**src/rtl/lsu_queue.sv**
```systemverilog
// lsu_queue: in-order load/store request FIFO between the load/store buffer
// and the memory controller. It issues one request at a time, broadcasts load
// results on the CDB, pulses on store completion, and kills loads on rollback.
module lsu_queue #(
    parameter int XLEN   = 32,
    parameter int ADDR_W = 32,
    parameter int DEPTH  = 4,
    parameter int TAG_W  = 4
) (
    input  logic                       clk_in,
    input  logic                       rst_in,
    input  logic                       rdy_in,
    input  logic                       rollback_in,
    // request side (load/store buffer)
    input  logic                       req_valid_in,
    output logic                       req_ready_out,
    input  logic                       req_write_in,
    input  logic [2:0]                 req_op_in,
    input  logic [ADDR_W-1:0]          req_addr_in,
    input  logic [XLEN-1:0]            req_data_in,
    input  logic [TAG_W-1:0]           req_tag_in,
    // memory controller side
    output logic                       mem_en_out,
    output logic                       mem_write_out,
    output logic [1:0]                 mem_size_out,
    output logic [ADDR_W-1:0]          mem_addr_out,
    output logic [XLEN-1:0]            mem_data_out,
    input  logic                       mem_end_in,
    input  logic [XLEN-1:0]            mem_data_in,
    // completion side
    output logic                       cdb_valid_out,
    output logic [TAG_W-1:0]           cdb_tag_out,
    output logic [XLEN-1:0]            cdb_data_out,
    output logic                       store_done_out,
    output logic [$clog2(DEPTH):0]     count_out
);

    localparam int PTR_W = $clog2(DEPTH);
    localparam int CNT_W = PTR_W + 1;

    typedef enum logic {
        IDLE,
        ISSUE
    } state_t;

    // Access size from funct3; unknown codes behave as word accesses.
    function automatic logic [1:0] op_size(input logic [2:0] op);
        logic [1:0] sz;
        case (op)
            3'b000, 3'b100: sz = 2'd0;
            3'b001, 3'b101: sz = 2'd1;
            default:        sz = 2'd2;
        endcase
        return sz;
    endfunction

    // Zero the store-data bits above the access size.
    function automatic logic [XLEN-1:0] mask_data(input logic [1:0] sz,
                                                  input logic [XLEN-1:0] d);
        logic [XLEN-1:0] r;
        case (sz)
            2'd0:    r = XLEN'(d[7:0]);
            2'd1:    r = XLEN'(d[15:0]);
            default: r = d;
        endcase
        return r;
    endfunction

    // Sign/zero extension of LSB-aligned load data.
    function automatic logic [XLEN-1:0] extend_load(input logic [2:0] op,
                                                    input logic [XLEN-1:0] d);
        logic [XLEN-1:0] r;
        case (op)
            3'b000:  r = {{(XLEN-8){d[7]}}, d[7:0]};
            3'b001:  r = {{(XLEN-16){d[15]}}, d[15:0]};
            3'b100:  r = XLEN'(d[7:0]);
            3'b101:  r = XLEN'(d[15:0]);
            default: r = d;
        endcase
        return r;
    endfunction

    // FIFO storage
    logic              ent_write_q [DEPTH];
    logic [2:0]        ent_op_q    [DEPTH];
    logic [ADDR_W-1:0] ent_addr_q  [DEPTH];
    logic [XLEN-1:0]   ent_data_q  [DEPTH];
    logic [TAG_W-1:0]  ent_tag_q   [DEPTH];
    logic              ent_live_q  [DEPTH];

    logic [PTR_W-1:0]  wr_ptr_q, wr_ptr_d;
    logic [PTR_W-1:0]  rd_ptr_q, rd_ptr_d;
    logic [CNT_W-1:0]  count_q, count_d;

    state_t            state_q, state_d;

    // issued entry
    logic              iss_write_q, iss_write_d;
    logic [2:0]        iss_op_q, iss_op_d;
    logic [1:0]        iss_size_q, iss_size_d;
    logic [ADDR_W-1:0] iss_addr_q, iss_addr_d;
    logic [XLEN-1:0]   iss_data_q, iss_data_d;
    logic [TAG_W-1:0]  iss_tag_q, iss_tag_d;
    logic              iss_killed_q, iss_killed_d;

    // completion outputs
    logic              cdb_valid_q, cdb_valid_d;
    logic [TAG_W-1:0]  cdb_tag_q, cdb_tag_d;
    logic [XLEN-1:0]   cdb_data_q, cdb_data_d;
    logic              store_done_q, store_done_d;

    logic              full;
    logic              do_push;
    logic              do_pop;
    logic              head_live;

    assign full          = (count_q == CNT_W'(DEPTH));
    assign req_ready_out = ~full;

    // A load offered during rollback is dropped; stores are still accepted.
    assign do_push = rdy_in & req_valid_in & ~full & ~(rollback_in & ~req_write_in);

    // A load at the head being popped on a rollback edge counts as already
    // dead, so it is discarded instead of being issued and then killed.
    assign head_live = ent_live_q[rd_ptr_q] & ~(rollback_in & ~ent_write_q[rd_ptr_q]);

    assign do_pop = rdy_in & (state_q == IDLE) & (count_q != '0);

    // FIFO entry writes and rollback kill of queued loads
    always_ff @(posedge clk_in or negedge rst_in) begin
        if (!rst_in) begin
            for (int unsigned i = 0; i < DEPTH; i++) begin
                ent_write_q[i] <= 1'b0;
                ent_op_q[i]    <= '0;
                ent_addr_q[i]  <= '0;
                ent_data_q[i]  <= '0;
                ent_tag_q[i]   <= '0;
                ent_live_q[i]  <= 1'b0;
            end
        end else if (rdy_in) begin
            if (rollback_in) begin
                for (int unsigned i = 0; i < DEPTH; i++) begin
                    if (!ent_write_q[i]) begin
                        ent_live_q[i] <= 1'b0;
                    end
                end
            end
            if (do_push) begin
                ent_write_q[wr_ptr_q] <= req_write_in;
                ent_op_q[wr_ptr_q]    <= req_op_in;
                ent_addr_q[wr_ptr_q]  <= req_addr_in;
                ent_data_q[wr_ptr_q]  <= req_data_in;
                ent_tag_q[wr_ptr_q]   <= req_tag_in;
                ent_live_q[wr_ptr_q]  <= 1'b1;
            end
        end
    end

    // Next-state: pointers, count, issue FSM and completion pulses
    always_comb begin
        wr_ptr_d     = wr_ptr_q;
        rd_ptr_d     = rd_ptr_q;
        count_d      = count_q;
        state_d      = state_q;
        iss_write_d  = iss_write_q;
        iss_op_d     = iss_op_q;
        iss_size_d   = iss_size_q;
        iss_addr_d   = iss_addr_q;
        iss_data_d   = iss_data_q;
        iss_tag_d    = iss_tag_q;
        iss_killed_d = iss_killed_q;
        cdb_valid_d  = cdb_valid_q;
        cdb_tag_d    = cdb_tag_q;
        cdb_data_d   = cdb_data_q;
        store_done_d = store_done_q;

        if (rdy_in) begin
            cdb_valid_d  = 1'b0;
            store_done_d = 1'b0;

            if (do_push) begin
                wr_ptr_d = wr_ptr_q + 1'b1;
            end
            if (do_pop) begin
                rd_ptr_d = rd_ptr_q + 1'b1;
            end
            count_d = count_q + CNT_W'(do_push) - CNT_W'(do_pop);

            case (state_q)
                IDLE: begin
                    if (do_pop && head_live) begin
                        state_d      = ISSUE;
                        iss_write_d  = ent_write_q[rd_ptr_q];
                        iss_op_d     = ent_op_q[rd_ptr_q];
                        iss_size_d   = op_size(ent_op_q[rd_ptr_q]);
                        iss_addr_d   = ent_addr_q[rd_ptr_q];
                        iss_data_d   = mask_data(op_size(ent_op_q[rd_ptr_q]),
                                                 ent_data_q[rd_ptr_q]);
                        iss_tag_d    = ent_tag_q[rd_ptr_q];
                        iss_killed_d = 1'b0;
                    end
                end
                ISSUE: begin
                    if (mem_end_in) begin
                        state_d = IDLE;
                        if (iss_write_q) begin
                            store_done_d = 1'b1;
                        end else if (!(iss_killed_q || rollback_in)) begin
                            cdb_valid_d = 1'b1;
                            cdb_tag_d   = iss_tag_q;
                            cdb_data_d  = extend_load(iss_op_q, mem_data_in);
                        end
                    end else if (rollback_in && !iss_write_q) begin
                        iss_killed_d = 1'b1;
                    end
                end
                default: state_d = IDLE;
            endcase
        end
    end

    // State registers
    always_ff @(posedge clk_in or negedge rst_in) begin
        if (!rst_in) begin
            wr_ptr_q     <= '0;
            rd_ptr_q     <= '0;
            count_q      <= '0;
            state_q      <= IDLE;
            iss_write_q  <= 1'b0;
            iss_op_q     <= '0;
            iss_size_q   <= '0;
            iss_addr_q   <= '0;
            iss_data_q   <= '0;
            iss_tag_q    <= '0;
            iss_killed_q <= 1'b0;
            cdb_valid_q  <= 1'b0;
            cdb_tag_q    <= '0;
            cdb_data_q   <= '0;
            store_done_q <= 1'b0;
        end else begin
            wr_ptr_q     <= wr_ptr_d;
            rd_ptr_q     <= rd_ptr_d;
            count_q      <= count_d;
            state_q      <= state_d;
            iss_write_q  <= iss_write_d;
            iss_op_q     <= iss_op_d;
            iss_size_q   <= iss_size_d;
            iss_addr_q   <= iss_addr_d;
            iss_data_q   <= iss_data_d;
            iss_tag_q    <= iss_tag_d;
            iss_killed_q <= iss_killed_d;
            cdb_valid_q  <= cdb_valid_d;
            cdb_tag_q    <= cdb_tag_d;
            cdb_data_q   <= cdb_data_d;
            store_done_q <= store_done_d;
        end
    end

    assign mem_en_out     = (state_q == ISSUE);
    assign mem_write_out  = iss_write_q;
    assign mem_size_out   = iss_size_q;
    assign mem_addr_out   = iss_addr_q;
    assign mem_data_out   = iss_data_q;
    assign cdb_valid_out  = cdb_valid_q;
    assign cdb_tag_out    = cdb_tag_q;
    assign cdb_data_out   = cdb_data_q;
    assign store_done_out = store_done_q;
    assign count_out      = count_q;

endmodule
```
**config.mk**
```make
export PLATFORM = sky130hd
export DESIGN_NAME = lsu_queue
export DESIGN_NICKNAME = d
export VERILOG_FILES = /design/src/rtl/lsu_queue.sv
export SDC_FILE = /design/constraint.sdc
export NUM_CORES = 1
export LEC_CHECK = 0
export BUFFER_PORTS_ARGS = -buffer_cell sky130_fd_sc_hd__buf_2
export CAP_MARGIN = 20
export CORE_MARGIN = 10
export CORE_UTILIZATION = 58
export DETAILED_ROUTE_END_ITERATION = 6
export PLACE_DENSITY_LB_ADDON = 0.1
export SLEW_MARGIN = 40
export SYNTH_ARGS = -nofsm -noshare
export SYNTH_HDL_FRONTEND = slang
export SYNTH_SLANG_ARGS = --single-unit
```
**constraint.sdc**
```tcl
create_clock -name clk_in -period 3.1 [get_ports clk_in]
set_clock_uncertainty 0.15 [all_clocks]
set_input_delay 0.31 -clock clk_in [delete_from_list [all_inputs] [get_ports clk_in]]
set_output_delay 0.31 -clock clk_in [all_outputs]
set_load 0.01 [all_outputs]
```
# After elaboration in Yosys (flattened, before gate mapping)
# Index checks and enable logic that the tools add are counted.
# word_totals
out_inout_bits,110
ram_bits,0
regBits,413
inputBits,110
romBits,0
latchBits,0
wordCells,150
memories,0
# op_classes
n_addsub,4
div,0
bitwise,19
shift,0
n_lt_le_gt_ge,3
multipliers,0
eq_ne,11
muxes,58
n_reduce_logical,16
# ops
operator,n
bitwise mux 128 bit,2
two-way mux 32 bit,5
binary-select mux 32 bit (select 2 bit),2
one-hot mux 32 bit (4 select lines),1
demux 32 bit (select 2 bit),1
one-hot mux 32 bit (2 select lines),1
two-way mux 4 bit,6
two-way mux 1 bit,21
bitwise mux 16 bit,1
equality test 3 bit (second input constant),5
bitwise mux 12 bit,1
two-way mux 3 bit,3
AND 1 bit,8
binary-select mux 4 bit (select 2 bit),1
demux 4 bit (select 2 bit),1
NOT 1 bit,8
binary-select mux 3 bit (select 2 bit),1
demux 3 bit (select 2 bit),1
equality test 3 x 1 -> 1 bit (second input constant),2
>= comparator 3 bit (second input constant),2
logical NOT 3 bit,2
two-way mux 2 bit,3
NOT 2 -> 3 bit,2
AND reduction 5 bit,1
22 further kinds,30

# Logic depth before layout (Yosys ltp)
# Gate-level depths: netlist (run 1).
# logic_depth
word_depth,14
mapped_depth,11
mapped_depth_nobuf,10

# Worst setup path before layout (run 1)
# OpenSTA, ideal clock, no wires.
# synth_path
path_kind,register -> register
startpoint,"reg count_q[1], in the netlist count_out[1]"
endpoint,"reg count_q[2], in the netlist count_out[2]"
t_required_ps,2820
period_less_slack_ps,2468
path_buffers,0
setup_ps,130
arrival_ps,2188
setup_slack_ps,632
stages_incl_launch_ff,11
path_cell_list,dfrtp_1 nor2_1 a221oi_4 inv_1 ha_1 inv_1 ha_1 fa_1 xnor2_1 nand2_1 xnor2_1
# synth_via
elab_chain_len,6
word_cells_on_any_way,8
classes_between,2 x add/sub; 1 x eq/ne; 4 x bitwise; 1 x reduce/logical
# synth_rtl
item,line,source
"start, declared",93,"logic [CNT_W-1:0] count_q, count_d;"
"start signal, assigned",243,count_q <= count_d;
equality test 3 bit,117,assign full = (count_q == CNT_W'(DEPTH));
NOT 1 bit,121,assign do_push = rdy_in & req_valid_in & ~full & ~(rollback_in & ~req_write_in);
AND 1 bit (2 in series),121,
adder 3 x 1 -> 3 bit,187,count_d = count_q + CNT_W'(do_push) - CNT_W'(do_pop);
subtractor 3 x 1 -> 3 bit (*),187,
# Mark *: on every way between the ends. The rest lies on a longest branch, timed or not.
# A chain may end at the register's enable or synchronous reset.

# Worst setup path in the final report (run 1)
# layout_path
startpoint,in rdy_in
endpoint,"reg count_q[2], in the netlist count_out[2]"
# layout_via
elab_chain_len,5
word_cells_on_any_way,7
classes_between,2 x add/sub; 5 x bitwise
# layout_rtl
item,line,source
"start, declared",12,"input logic rdy_in,"
AND 1 bit (3 in series),121,
adder 3 x 1 -> 3 bit,187,
subtractor 3 x 1 -> 3 bit,187,
# Parallel ways exist; a longest one is shown, timed or not.

==> impl_metrics.csv, run 1 <==
group,metric,value,unit
run_status,status,"finished clean",
layout,fin_nets,1548,
clock_network,clk_pin_slew,60,ps
clock_network,post_cts_resized,0,
synthesis,synthAdderAreaFrac,0.540,%
synthesis,synth_mux_area_share,32.2,%
sta,clock.fmax,396,MHz
sta,setup_viol,0,
die,initial_core_util,59.1,%
clock_network,root_buffer,"clkbuf_16",
run,cap_violations,0,
routing,dr.pass1.iters,4,
sta,finalSetupTns,0,ps
sta,finalHoldViolations,0,
worst_setup_path,crit_fanout,10,
layout,final_layout_size_suffix_gt1_share,51.8,%
synthesis,synthXorXnorAreaFrac,0.249,%
power,vdd_drop_max,0.635,mV
worst_setup_path,max_stage_delay,560,ps
sta,rsz0062_at_grt,"no",
worst_setup_path,r2r-start,"rd_ptr_q[1]",
sta,maxSlewViolCount,0,
worst_setup_path,critPathLaunchType,"primary input",
worst_setup_path,endpoint,"count_out[2]",
synthesis,synth_seq_cells,412,
clock_network,clock_latency,530,ps
layout,area_delta_synth_final,22.5,%
synthesis,netlist-cell-type-count,36,
power,leakage,10.0,nW
die,die_w,194,um
power,pwr_density_cell,1020,mW/mm2
sta,period_share,81.5,%
routing,ant_nets,0,
layout,design_area,0.0216,mm2
sta,worstMarginPinSlew,715,ps
synthesis,syn_nets,1211,
worst_setup_path,cpMaxStageDelayCell,"dlygate4sd3_1",
synthesis,postSynthCellCount,1094,
synthesis,synth_top_family_by_area,"multiplexers",
synthesis,yosys_warnings,0,
layout,layout_commonest_cell,"dfrtp_1",
layout,final_cells,1852,
placement,gp_congestion,0.786,
die,die_h,194,um
die,ios,220,
clock_network,cts_buffers,43,
placement,place_inst,1667,
clock_network,postCtsSetupRepairBufs,0,
routing,drt-initial-drc-count,498,
sta,worst_hold_slack,109,ps
global_route,grt_pass1_wl,65100,um
die,dieArea,0.0377,mm2
worst_setup_path,crit_start,"rdy_in",
global_route,antenna_found_initial,2,
synthesis,syn_area,0.0176,mm2
global_route,grt_pass1_vias,11400,
clock_network,clockBufferDepth,3,
worst_setup_path,r2r-end,"mem_addr_out[30]",
routing,routed_via_density,5.65,
clock_network,h-tree-depth,2,
global_route,grt_use_total,21.1,%
synthesis,synth_seq_area_share,58.6,%
clock_network,cts-hold-fix-buffers,109,
worst_setup_path,path_class,"in -> reg",
worst_setup_path,worstPathRequired,3360,ps
routing,drc,0,
sta,layout_min_cycle_time,2530,ps
synthesis,syn-mean-instance-area,16.1,um2
routing,vias,10500,
placement,placed_area,0.0190,mm2
worst_hold_path,hp-class,"in -> reg",
worst_setup_path,path_cells,"dlygate4sd3_1 -> buf_2 -> inv_1 -> nor3_4 -> ha_1 -> inv_1 -> ha_1 -> fa_1 -> xnor2_1 -> nand2_1 -> xnor2_1",
placement,dpl.hpwl,25200,um
clock_network,clock_sink_count,412,
routing,wl,39500,um
routing,wire_per_inst,21.4,um
worst_setup_path,reg2reg_slack,660,ps
worst_setup_path,end_kind,"flop",
global_route,grt_max_degree,89,
die,num_rows,63,
synthesis,synth_compound_area_share,2.45,%
synthesis,synthSimpleGateAreaFrac,2.30,%
die,fp.coreArea,0.0298,mm2
global_route,grt.overflow.total,0,
clock_network,cts_tree,"built",
placement,io_buffers,219,
worst_setup_path,ff2ff_path_depth,6,
layout,final_cell_mix,"409 x dfrtp_1, 357 x mux2_2, 218 x buf_2, 109 x dlygate4sd3_1, 72 x mux4_2",
sta,maxSlewHeadroom,52.3,%
worst_setup_path,worstPathArrival,2790,ps
[Yosys cell counts]
master,number,share of area (%)
a221oi_4,1,0.15
ha_1,6,0.43
a31oi_1,7,0.25
a21bo_2,1,0.057
o21a_1,1,0.043
nand3_1,1,0.028
nand3b_1,1,0.043
o2bb2ai_1,17,0.85
nor4_4,1,0.12
o2bb2a_1,1,0.057
a21o_1,2,0.085
or4b_2,1,0.057
buf_2,9,0.26
mux2i_1,2,0.11
nand2b_1,1,0.036
clkbuf_1,14,0.30
mux2_2,357,23
buf_6,36,2.3
buf_4,8,0.34
nor2_2,1,0.036
o21ai_0,14,0.40
nor3_4,1,0.092
o31a_1,1,0.050
dfrtp_1,412,59
xor2_1,1,0.050
fa_1,1,0.11
a21oi_1,18,0.51
xnor2_1,4,0.20
mux4_2,72,9.2
inv_1,25,0.53
nand2_1,33,0.70
nand4_1,2,0.071
nand2_2,4,0.14
nor3_1,2,0.057
nor2b_1,10,0.36
nor2_1,26,0.55
[worst min-delay path by stage]
| stage | to | from | slack, ps | cells past startpoint |
|---|---|---|---|---|
| after detailed placement | mem_data_out[4] | rst_in | 230 | 1 |
| final | mem_write_out | rollback_in | 110 | 3 |
| after global placement | mem_data_out[4] | rst_in | 220 | 1 |
| after global routing | mem_write_out | rollback_in | 110 | 3 |
| after CTS | mem_write_out | rollback_in | 90 | 3 |
| after floorplan | cdb_data_out[0] | rst_in | -140 | 0 |
[cell families (layout without fill, tap and decap cells)]
kind of cell | Yosys count | in the layout
muxes | 431 | 431
DFF | 412 | 412
buffers and inverters | 92 | 458
and+or+nand+nor | 84 | 84
AOI/OAI and AO/OA | 63 | 63
adders and majority gates | 7 | 7
xor gates and xnor gates | 5 | 5
other | 0 | 2
[per-stage QoR]
stage / worst slack [ps] / utilization [%] / total power [mW]
6_report: 573 / 72.3 / 21.9
5_1_grt: 395 / 72.3 / 23.3
3_3_place_gp: 688 / 63.9 / 16.5
3_5_place_dp: 637 / 63.9 / 16.8
4_1_cts: 610 / 72.3 / 22.2
2_1_floorplan: 632 / - / 14.6
[metal layers]
layer / wire length, um / GRT usage [%]
met1: 17700 / 28.9
met2: 19600 / 34.7
met3: 1730 / 3.96
met4: 530 / 4.29
met5: 0 / 0
[worst max-delay path: cells and delay by family]
kind / cells / cell delay (ps)
buffers and inverters: 4 / 930
adder cells (fa/ha/maj): 3 / 780
AND/OR/NAND/NOR: 2 / 490
XOR/XNOR: 2 / 280
[registers in the layout, indices dropped and copies added, names as in the netlist, 3 cells and up]
signal,flops
ent_op_q,12
ent_data_q,128
ent_live_q,4
mem_addr_out,32
ent_tag_q,16
iss_op_q,3
mem_data_out,32
count_out,3
iss_tag_q,4
ent_addr_q,128
ent_write_q,4
cdb_tag_out,4
cdb_data_out,32
[cell type report]
type                            instances  area (um2)
Inverter                               25        93.8
Clock inverter                          9         124
Fill cell                            1967        8240
Antenna cell                            2        5.00
Timing Repair Buffer                  359        2560
Multi-Input combinational cell        590        6670
Tap cell                              390         488
Clock buffer                           65        1300
Sequential cell                       412       10300
[where the power goes]
part	internal, mW	switching, mW
combinational	4.40	3.04
clock	3.13	2.01
sequential	7.94	1.42
Note: power is estimated with default switching activity, not from simulation.
==> inputs of run 2 (changes only) <==
Settings changed: ABC_AREA set to 1, CORE_UTILIZATION 58 to 53.
Clock period 3.1 ns to 2.25 ns, I/O delays scaled along.
==> impl_metrics.csv, run 2 <==
group,metric,value,unit
layout,final_layout_size_suffix_gt1_share,14.7,%
synthesis,synthFlopType,"dfrtp_1",
synthesis,synthTopCellsByArea,"dfrtp_1 57%, nand2_1 19%, o21ai_0 8.2%, a21oi_1 3.8%, inv_1 2.7%",
worst_hold_path,min_from,"req_write_in",
worst_setup_path,reg2reg_slack,50,ps
worst_hold_path,worstHoldPathCells,4,
layout,largest_registers,"ent_addr_q x128, ent_data_q x128",
die,die_w,204,um
placement,io_buffers,219,
synthesis,syn_nets,2306,
worst_setup_path,ff2ff_path_depth,9,
global_route,grt_max_degree,73,
die,fp.coreArea,0.0334,mm2
routing,routed_via_density,5.25,
clock_network,clock_latency,530,ps
layout,area_delta_synth_final,23.8,%
clock_network,cts_tree,"built",
synthesis,async_flop_share,100,%
worst_setup_path,worstPathRequired,2510,ps
synthesis,yosys-top-cells-count,"928 x nand2_1, 412 x dfrtp_1, 294 x o21ai_0",
clock_network,root_buffer,"clkbuf_16",
routing,dr.pass1.iters,5,
worst_hold_path,hold_path_end,"ent_write_q[0]",
routing,vias,15600,
global_route,antenna_found_initial,1,
synthesis,synth_seq_cells,412,
die,die_h,204,um
synthesis,postSynthCellCount,2189,
global_route,grt.overflow.total,0,
clock_network,clk_pin_slew,60,ps
sta,layout_min_cycle_time,2200,ps
worst_setup_path,worstPathArrival,2450,ps
worst_setup_path,crit_start,"count_out[2]",
power,leakage,11.6,nW
layout,fin_nets,2602,
die,dieArea,0.0416,mm2
routing,drt-initial-drc-count,1066,
die,initial_core_util,53.6,%
sta,worstMarginPinSlew,721,ps
global_route,grt_pass1_vias,15400,
synthesis,synth_enable_flop_cells,0,
routing,drc,0,
power,vdd_drop_max,0.809,mV
sta,setup_viol,0,
sta,finalHoldViolations,0,
synthesis,yosys_warnings,0,
routing,wl,49900,um
clock_network,cts_buffers,44,
layout,final_cell_mix,"926 x nand2_1, 410 x dfrtp_1, 293 x o21ai_0, 218 x buf_2, 137 x a21oi_1",
worst_setup_path,path_class,"reg -> reg",
sta,period_share,97.7,%
die,ios,220,
worst_setup_path,critPathLaunchType,"flop",
synthesis,synth_seq_area_share,57.5,%
synthesis,syn-mean-instance-area,8.19,um2
placement,dpl.hpwl,30500,um
worst_setup_path,r2r-end,"count_out[2]",
power,pwr_density_cell,1390,mW/mm2
sta,maxSlewHeadroom,52.0,%
clock_network,clockBufferDepth,3,
worst_setup_path,r2r-start,"count_out[2]",
global_route,grt_use_total,24.0,%
sta,clock.fmax,455,MHz
synthesis,syn_area,0.0179,mm2
run_status,status,"finished clean",
synthesis,yosysMostFrequentCell,"nand2_1",
routing,wire_per_inst,16.9,um
clock_network,clock_sink_count,412,
worst_hold_path,hp-class,"in -> reg",
die,num_rows,67,
sta,worst_hold_slack,30.2,ps
worst_setup_path,crit_fanout,3,
power,p_total,30.8,mW
routing,ant_nets,0,
synthesis,yosys.area.top_type,"dfrtp_1",
sta,maxSlewViolCount,0,
synthesis,netlist-cell-type-count,31,
worst_setup_path,end_kind,"flop",
global_route,grt_pass1_wl,82300,um
placement,gp_congestion,0.824,
run,cap_violations,0,
clock_network,h-tree-depth,2,
layout,layout_commonest_cell,"nand2_1",
synthesis,yosysTopAreaCellShare,57.5,%
==> run 2: cell count changes in the layout (fill, tap and decap cells not counted), sizes merged, moves of 72 or more <==
cell	previous run	this run
a21oi	18	138
inv	25	138
mux2	357	0
mux4	72	0
nand2	37	930
o21ai	14	332
==> run 2: cell type report <==
cell class / count / area (um2)
clock inverter: 11 / 130
fill: 2832 / 11200
antenna: 1 / 2.50
inverter: 138 / 528
multi-input combinational: 1502 / 6430
timing repair buffer: 387 / 2950
clock buffer: 64 / 1300
tap: 448 / 561
sequential: 412 / 10300
==> run 2: kinds of logic after synthesis <==
logic type / count (synthesis) / share of synthesized area [%]
AO/OA/AOI/OAI: 483 / 13.7
AND/OR/NAND/NOR: 1009 / 21.4
XOR/XNOR: 3 / 0.147
buffers and inverters: 275 / 6.80
flip-flops: 412 / 57.5
adder cells (fa/ha/maj): 7 / 0.530
==> run 2: repair_timing <==
item,in CTS,in global routing
hold buffers,107,0
endpoints found under the setup margin,1,1
endpoints found under the hold margin,442,0
buffers inserted,0,2
gates resized for setup,2,2
==> run 2: worst max path at each step <==
stage	endpoint	depth (start not counted)
6_report	count_out[2]	9
3_3_place_gp	count_out[2]	11
3_5_place_dp	count_out[2]	11
4_1_cts	count_out[2]	9
2_1_floorplan	count_out[2]	10
5_1_grt	count_out[2]	9
==> run 2: critical path, cell delays in order, from the launching register on <==
cell and delay, ps:
dfrtp_1 410, inv_1 110, a31oi_2 120, ha_1 300, inv_1 40, ha_1 190
fa_2 350, a21oi_1 170, o21ai_1 100, xor2_1 150
==> run 2: through the flow <==
step           setup TNS (ps)  cell area, um2  cells  utilization (%)  setup WS (ps)
4_1_cts                     0           22200   2960             66.3           27.2
3_3_place_gp                0           19700   2778             58.9           44.4
3_5_place_dp            -31.7           19700   2778             58.9          -31.7
5_1_grt                 -17.5           22200   2963             66.4          -17.5
6_report                    0           22200   2963             66.4           52.8
2_1_floorplan               0           17900   2189                -           7.69
==> run 2: layer usage <==
layer  wire length [um]  vias to the layer above  track usage [%]
met5                  0                        -                0
met2              24000                      469             40.0
met1              22200                     7548             32.6
met3               3010                       55             3.61
met4                814                        0             5.37
li1                   -                     7479                -
==> run 2: power breakdown <==
part / leakage [nW] / internal (mW) / total, mW / switching, mW
registers: 5.13 / 10.9 / 12.6 / 1.64
clock network: 0.711 / 4.31 / 7.15 / 2.84
logic: 5.72 / 4.11 / 11.1 / 7.00
==> inputs of run 3 (changes only) <==
Settings changed: PLACE_DENSITY set to 0.75, PLACE_DENSITY_LB_ADDON 0.1 to unset.
==> impl_metrics.csv, run 3 (synthesis results as in run 2) <==
group,metric,value,unit
run_status,status,"finished clean",
die,num_rows,67,
power,leakage,11.5,nW
die,initial_core_util,53.6,%
worst_setup_path,path_class,"reg -> reg",
sta,maxSlewHeadroom,52.3,%
sta,fin_ws,52.7,ps
worst_setup_path,r2r-start,"count_out[1]",
routing,wire_per_inst,17.1,um
routing,drt-initial-drc-count,1429,
die,die_h,204,um
layout,final_cell_mix,"926 x nand2_1, 410 x dfrtp_1, 293 x o21ai_0, 217 x buf_2, 137 x a21oi_1",
worst_setup_path,r2r-end,"count_out[2]",
sta,worstMarginPinSlew,716,ps
clock_network,clock_latency,550,ps
routing,ant_nets,0,
sta,layout_min_cycle_time,2200,ps
clock_network,root_buffer,"clkbuf_16",
worst_setup_path,crit_fanout,6,
sta,period_share,97.7,%
placement,dpl.hpwl,30300,um
placement,gp_congestion,0.819,
global_route,grt_use_total,24.2,%
layout,final_layout_size_suffix_gt1_share,14.3,%
die,fp.coreArea,0.0334,mm2
worst_setup_path,worstPathRequired,2530,ps
sta,maxSlewViolCount,0,
placement,io_buffers,219,
global_route,use_met2,39.7,%
worst_setup_path,reg2reg_slack,50,ps
clock_network,clockBufferDepth,3,
clock_network,clk_pin_slew,60,ps
run,cap_violations,0,
routing,routed_via_density,5.33,
global_route,grt.overflow.total,0,
global_route,use_met1,32.1,%
clock_network,cts_buffers,43,
sta,setup_viol,0,
placement,placed_area,0.0196,mm2
placement,dp_slack,19.4,ps
global_route,grt_max_degree,78,
layout,post-route-util,65.9,%
layout,fillers,2710,
worst_setup_path,end_kind,"flop",
die,dieArea,0.0416,mm2
worst_setup_path,ff2ff_path_depth,9,
routing,vias,15800,
die,ios,220,
worst_setup_path,path_cells,"inv_4 -> a31oi_4 -> ha_1 -> inv_1 -> ha_2 -> fa_2 -> a21oi_1 -> o21ai_1 -> xor2_1",
clock_network,h-tree-depth,2,
global_route,grt_pass1_wl,82600,um
clock_network,clock_sink_count,412,
sta,worst_hold_slack,35.5,ps
layout,layout_commonest_cell,"nand2_1",
layout,design_area,0.0220,mm2
global_route,met3_usage,3.87,%
die,die_w,204,um
global_route,top_usage_layer,"met2",
worst_hold_path,hp-class,"in -> async",
routing,drc,0,
routing,dr.pass1.iters,7,
clock_network,cts_tree,"built",
global_route,antenna_found_initial,2,
worst_setup_path,max_stage_delay,400,ps
layout,area_delta_synth_final,22.9,%
worst_setup_path,worstPathArrival,2480,ps
routing,wl,50600,um
sta,finalHoldViolations,0,
power,vdd_drop_max,0.895,mV
worst_setup_path,cpMaxStageDelayCell,"dfrtp_1",
layout,largest_registers,"ent_addr_q x128, ent_data_q x128",
power,pwr_density_cell,1390,mW/mm2
sta,clock.fmax,455,MHz
layout,fin_nets,2598,
worst_setup_path,critPathLaunchType,"flop",
global_route,grt_pass1_vias,15600,
run 3: cell types whose count changed in the layout (fill, tap and decap cells not counted), sizes merged:
| cell | change |
|---|---|
| clkbuf | +4 |
| clkinv | -4 |
| bufinv | -2 |
| inv | +1 |
| buf | -3 |
run 3: what timing repair did:
action / 4_1_cts / 5_1_grt
gates resized for setup: 1 / 8
hold buffers: 107 / 0
pin swaps: 0 / 1
setup buffers: 0 / 3
endpoints found under the hold margin: 674 / 0
endpoints found under the setup margin: 1 / 2
run 3: cell type report:
| cell class | instances | area (um2) | share of cell area, % |
|---|---|---|---|
| clock buffers | 68 | 1260 | 5.72 |
| flip-flops and latches | 412 | 10300 | 46.8 |
| inverters | 138 | 531 | 2.41 |
| diodes | 1 | 2.50 | 0.0114 |
| clock inverters | 6 | 70.1 | 0.318 |
| multi-input cells | 1502 | 6440 | 29.2 |
| well taps | 448 | 561 | 2.54 |
| repair buffers | 384 | 2870 | 13.0 |
run 3: routing by layer:
layer / up-vias / share of wire (%)
li1: 7472 / -
met1: 7589 / 42
met2: 599 / 49
met3: 100 / 6.3
met4: 2 / 2.6
met5: - / 0.020
run 3: worst max-delay path by stage:
stage / from / cells past startpoint / end / slack (ps)
6_report: count_out[1] / 9 / count_out[2] / 50
5_1_grt: count_out[0] / 10 / count_out[2] / -70
4_1_cts: count_out[0] / 10 / count_out[2] / 10
3_5_place_dp: count_out[2] / 9 / count_out[2] / 20
3_3_place_gp: rdy_in / 11 / count_out[2] / 90
2_1_floorplan: count_out[1] / 10 / count_out[2] / 8
run 3: report_power, final:
group	internal (mW)	total, mW	switching, mW
Combinational	4.07	11.2	7.12
Clock	3.95	6.79	2.84
Sequential	10.9	12.6	1.68
Total	19.0	30.6	11.6
run 3: stage by stage:
step / power, mW / TNS, ps / cells
finish: 30.6 / 0 / 2959
global placement: 23.1 / 0 / 2774
detailed placement: 23.5 / 0 / 2774
global route: 33.0 / -70.3 / 2959
CTS: 30.6 / 0 / 2955
floorplan: 19.7 / 0 / 2189
run 3: critical path: cells and delay by family (launching register included):
kind / cells / cell delay [ps]
adder cells (fa/ha/maj): 3 / 830
AO/OA/AOI/OAI: 3 / 410
flip-flops: 1 / 400
buffers and inverters: 2 / 160
XOR/XNOR: 1 / 150
